[config.mk]
export PLATFORM = sky130hd
export DESIGN_NAME = key_debounce_scan
export DESIGN_NICKNAME = d
export VERILOG_FILES = /design/src/rtl/key_debounce_scan.sv
export SDC_FILE = /design/constraint.sdc
export NUM_CORES = 1
export LEC_CHECK = 0
export ABC_AREA = 1
export CORE_MARGIN = 3
export CORE_UTILIZATION = 50
export CTS_CLUSTER_SIZE = 12
export DETAILED_ROUTE_END_ITERATION = 16
export HOLD_SLACK_MARGIN = 0.05
export MAX_ROUTING_LAYER = met4
export PLACE_DENSITY_LB_ADDON = 0.2
export SYNTH_ARGS = -nofsm -noshare
export SYNTH_HDL_FRONTEND = slang
export SYNTH_SLANG_ARGS = --single-unit
export TNS_END_PERCENT = 50
[constraint.sdc]
create_clock -name clk -period 4.09 [get_ports clk]
set_input_delay 0.6135 -clock clk [delete_from_list [all_inputs] [get_ports clk]]
set_output_delay 0.6135 -clock clk [all_outputs]
set_load 0.02 [all_outputs]
[src/rtl/key_debounce_scan.sv]
`default_nettype none
// ============================================================================
// Module      : key_debounce_scan
// Description : Synchronises and debounces active-low push buttons into a clean
//               key bus and emits one-shot encoded press events (valid/ready).
// Revision    : 1.0 - initial release
// ============================================================================
module key_debounce_scan #(
    parameter int NKEYS           = 6,
    parameter int DEBOUNCE_CYCLES = 1000000,
    parameter int CODE_W          = 3
) (
    input  logic              clk,
    input  logic              rst_n,
    input  logic [NKEYS:1]    key_raw,
    output logic [NKEYS:1]    key_clean,
    output logic [CODE_W-1:0] key_code,
    output logic              key_valid,
    input  logic              key_ready,
    output logic              key_ovf
);

    localparam int                 c_cnt_w    = (DEBOUNCE_CYCLES > 2) ? $clog2(DEBOUNCE_CYCLES) : 1;
    localparam logic [c_cnt_w-1:0] c_cnt_max  = c_cnt_w'(DEBOUNCE_CYCLES - 1);
    localparam logic [NKEYS:1]     c_all_ones = '1;

    typedef enum logic [1:0] {
        ST_IDLE     = 2'd0,
        ST_DEBOUNCE = 2'd1,
        ST_HELD     = 2'd2
    } state_t;

    logic [1:0]         r_rst_sync;
    logic               w_rst_n;
    logic [NKEYS:1]     r_sync1;
    logic [NKEYS:1]     r_sync2;
    state_t             r_state;
    logic [c_cnt_w-1:0] r_cnt;
    logic [NKEYS:1]     r_cand;
    int                 w_zero_cnt;
    logic [CODE_W-1:0]  w_press_idx;
    logic               w_fire;
    logic               w_event;

    // Reset asserts asynchronously but releases in step with clk.
    always_ff @(posedge clk or negedge rst_n) begin
        if (!rst_n) begin
            r_rst_sync <= 2'b00;
        end else begin
            r_rst_sync <= {r_rst_sync[0], 1'b1};
        end
    end

    assign w_rst_n = r_rst_sync[1];

    always_ff @(posedge clk or negedge w_rst_n) begin
        if (!w_rst_n) begin
            r_sync1 <= c_all_ones;
            r_sync2 <= c_all_ones;
        end else begin
            r_sync1 <= key_raw;
            r_sync2 <= r_sync1;
        end
    end

    always_comb begin
        w_zero_cnt  = 0;
        w_press_idx = '0;
        for (int i = 1; i <= NKEYS; i++) begin
            if (!r_cand[i]) begin
                w_zero_cnt  = w_zero_cnt + 1;
                w_press_idx = CODE_W'(i);
            end
        end
    end

    assign w_fire  = (r_state == ST_DEBOUNCE) && (r_sync2 == r_cand) && (r_cnt == c_cnt_max);
    assign w_event = w_fire && (w_zero_cnt == 1);

    always_ff @(posedge clk or negedge w_rst_n) begin
        if (!w_rst_n) begin
            r_state   <= ST_IDLE;
            r_cnt     <= '0;
            r_cand    <= c_all_ones;
            key_clean <= c_all_ones;
            key_code  <= '0;
            key_valid <= 1'b0;
            key_ovf   <= 1'b0;
        end else begin
            case (r_state)
                ST_IDLE: begin
                    if (r_sync2 != c_all_ones) begin
                        r_cand  <= r_sync2;
                        r_cnt   <= '0;
                        r_state <= ST_DEBOUNCE;
                    end
                end
                ST_DEBOUNCE: begin
                    if (r_sync2 != r_cand) begin
                        r_state <= ST_IDLE;
                    end else if (r_cnt == c_cnt_max) begin
                        key_clean <= r_cand;
                        r_cnt     <= '0;
                        r_state   <= ST_HELD;
                    end else begin
                        r_cnt <= r_cnt + 1'b1;
                    end
                end
                ST_HELD: begin
                    // Pattern changes while held are ignored; only a full release counts.
                    if (r_sync2 != c_all_ones) begin
                        r_cnt <= '0;
                    end else if (r_cnt == c_cnt_max) begin
                        key_clean <= c_all_ones;
                        r_cnt     <= '0;
                        r_state   <= ST_IDLE;
                    end else begin
                        r_cnt <= r_cnt + 1'b1;
                    end
                end
                default: begin
                    r_state <= ST_IDLE;
                    r_cnt   <= '0;
                end
            endcase

            if (w_event) begin
                if (!key_valid || key_ready) begin
                    key_code  <= w_press_idx;
                    key_valid <= 1'b1;
                end else begin
                    key_ovf <= 1'b1;
                end
            end else if (key_valid && key_ready) begin
                key_valid <= 1'b0;
            end
        end
    end

endmodule
`default_nettype wire

==> impl_metrics.csv <==
group,metric,value,unit
finish,fin_area,3330,um^2
drt,drt-initial-drc-count,173,
place,finalWeightedCongestion,0.953,
drt,via_per_inst,5.15,
floorplanning,die_w,83.3,um
sta,fmax,310,MHz
floorplanning,initial_core_util,53.0,%
drt,postRouteAntennaNets,0,
global_route,grt-ovfl-total,0,
finish,drive_gt1_share,13.6,%
global_route,grt_pass1_wl,11000,um
global_route,grt.total_usage,19.5,%
logic_synthesis,syn_inst,390,
finish,final_common_cell,"nand2_1",
drt,wl,6070,um
worst_setup_path,required,4.29,ns
sta,rsz0062_at_grt,"false",
power,power.total,2000,uW
floorplanning,io_pins,20,
finish,area_delta_synth_final,11.3,%
drt,drc,0,
worst_setup_path,end_kind,"flip-flop",
finish,nets,430,
drt,wl_per_cell,12.5,um
clock_network,cts_hold_buf,0,
clock_network,cts_buffer_depth,2,
global_route,grt_pass1_vias,2338,
sta,hold_viol,0,
worst_setup_path,crit_type,"flip-flop to flip-flop",
logic_synthesis,syn_area,2990,um^2
worst_setup_path,cp-start-kind,"flip-flop",
floorplanning,core_area,5640,um^2
logic_synthesis,ys_seq_area_share,45.4,%
global_route,antenna_found_initial,0,
finish,mostFrequentLayoutCells,"nand2_1 (105), inv_1 (44), nor2_1 (40)",
floorplanning,die_h,83.3,um
finish,antennaDiodeCount,0,
clock_network,post_cts_resized,0,
place,placed_cell_area,3240,um^2
sta,finalSetupTns,0,ns
clock_network,clk_pin_slew,0.10,ns
drt,drt_first_pass_iters,4,
clock_network,cts_root_buf,"clkbuf_8",
sta,relSlewSlack,58.8,%
clock_network,cts_buffers,5,
clock_network,worstSkewPairLatency,0.31,ns
sta,worst_clock_skew,0.0114,ns
logic_synthesis,yosysWarningCount,0,
flow_run,cap_violations,0,
power,power_density,602,nW/um^2
logic_synthesis,synth_cell_types,32,
worst_setup_path,arrival,3.43,ns
sta,fin_crit_sh,78.9,%
logic_synthesis,synth_seq_cells,53,
worst_setup_path,rrSetupSlack,0.86,ns
floorplanning,die_area,6940,um^2
sta,worstMarginPinSlew,0.614,ns
sta,setup_violations,0,
sta,maxSlewViolCount,0,
place,io_buffers,19,
logic_synthesis,syn_area_per_cell,7.66,um^2
place,place_hpwl,4650,um
clock_network,cts_setup_buffers,0,
drt,num_vias,2495,
min_path,hold_class,"flip-flop to asynchronous set/reset pin",
power,p_leak,0.00157,uW
clock_network,clock-sinks,53,
clock_network,h-tree-depth,2,
global_route,grt_max_degree,36,
power,ir_worst_vdd,0.303,mV
floorplanning,rows,27,
logic_synthesis,synth_nets,409,
finish,finalCoreUtilization,59.0,%
clock_network,cts_tree,"done",
sta,min_period,3.23,ns
run_status,status,"finished, final reports clean",
worst_setup_path,crit_path_max_fanout,5,
[cells in the mapped netlist, drive strengths merged]
library cell | number | area [um^2]
and3 | 1 | 6.26
buf | 7 | 47.5
xor2 | 11 | 96.3
nand3 | 39 | 208
o21ai | 25 | 129
nor2 | 44 | 180
dfstp | 24 | 631
ha | 10 | 125
nor3b | 1 | 7.51
conb | 1 | 3.75
nor3 | 12 | 60.1
a21oi | 10 | 57.6
or2 | 5 | 31.3
o21bai | 1 | 7.51
nand4 | 11 | 68.8
dfrtp | 29 | 726
inv | 52 | 198
nand2 | 107 | 407
[stage by stage]
step,worst slack (ns),cells,hold slack (ns)
after floorplan,1.11,390,0.318
after global placement,1.01,476,0.186
after detailed placement,0.888,476,0.188
after CTS,0.855,484,0.197
after global routing,0.542,484,0.224
final,0.863,484,0.182
[routing by layer]
layer	track usage [%]	vias to the layer above	wire length (um)
met5	-	-	0
met4	5.20	0	70
met3	3.57	4	253
met2	27.4	45	2560
met1	29.0	1170	3180
li1	-	1276	-
[cells by family (layout without fill, tap and decap cells)]
group / Yosys count / after routing / share of synthesized area [%]
and+or+nand+nor: 220 / 220 / 32.4
buffers and inverters: 59 / 81 / 8.20
AOI/OAI and AO/OA: 36 / 36 / 6.49
xor gates and xnor gates: 11 / 11 / 3.22
other: 1 / 1 / 0.125
adders and majority gates: 10 / 10 / 4.19
DFF: 53 / 53 / 45.4
[path summary, 6_finish.rpt]
path / start / endpoint / cells past startpoint
max: r_cand[1] / key_code[0] / 19
min: r_rst_sync[1] / r_cnt[14] / 0
max reg2reg: r_cand[1] / key_code[0] / 19
min reg2reg: r_rst_sync[1] / r_cnt[14] / 0
max in group asynchronous: r_rst_sync[1] / key_clean[6] / 1
min in group clk: r_sync1[2] / r_sync2[2] / 0
[layout make-up]
cell class                      instances  area (um^2)
Clock inverter                          3         20.0
Tap cell                               72         90.1
Timing Repair Buffer                   21          205
Inverter                               52          198
Fill cell                             517         2310
Multi-Input combinational cell        278         1390
Clock buffer                            5         68.8
Sequential cell                        53         1360
[worst max-delay path: stages, from the launching register on]
cell,delay [ns]
dfstp_2,0.58
inv_1,0.08
ha_1,0.33
inv_1,0.06
nand2_1,0.09
nand2_1,0.06
ha_1,0.28
nand2_1,0.07
nand2_1,0.07
ha_1,0.27
nand2_1,0.09
nand2_1,0.07
ha_1,0.27
or2_2,0.29
nand2_1,0.06
nand2_1,0.05
inv_1,0.10
nand3_1,0.16
nand2_1,0.09
o21ai_1,0.06
[registers in the layout, indices dropped and copies added (netlist names)]
| name | cells |
|---|---|
| key_ovf | 1 |
| key_code | 3 |
| r_sync1 | 6 |
| key_clean | 6 |
| key_valid | 1 |
| r_state | 2 |
| r_cnt | 20 |
| r_cand | 6 |
| r_sync2 | 6 |
| r_rst_sync | 2 |
[report_power, final]
group	switching, uW	leakage [uW]	internal, uW
sequential	97.0	0.000635	653
combinational	603	0.000887	343
clock	183	0.0000489	122
total	883	0.00157	1120
Power figures use the tool's default switching activity.
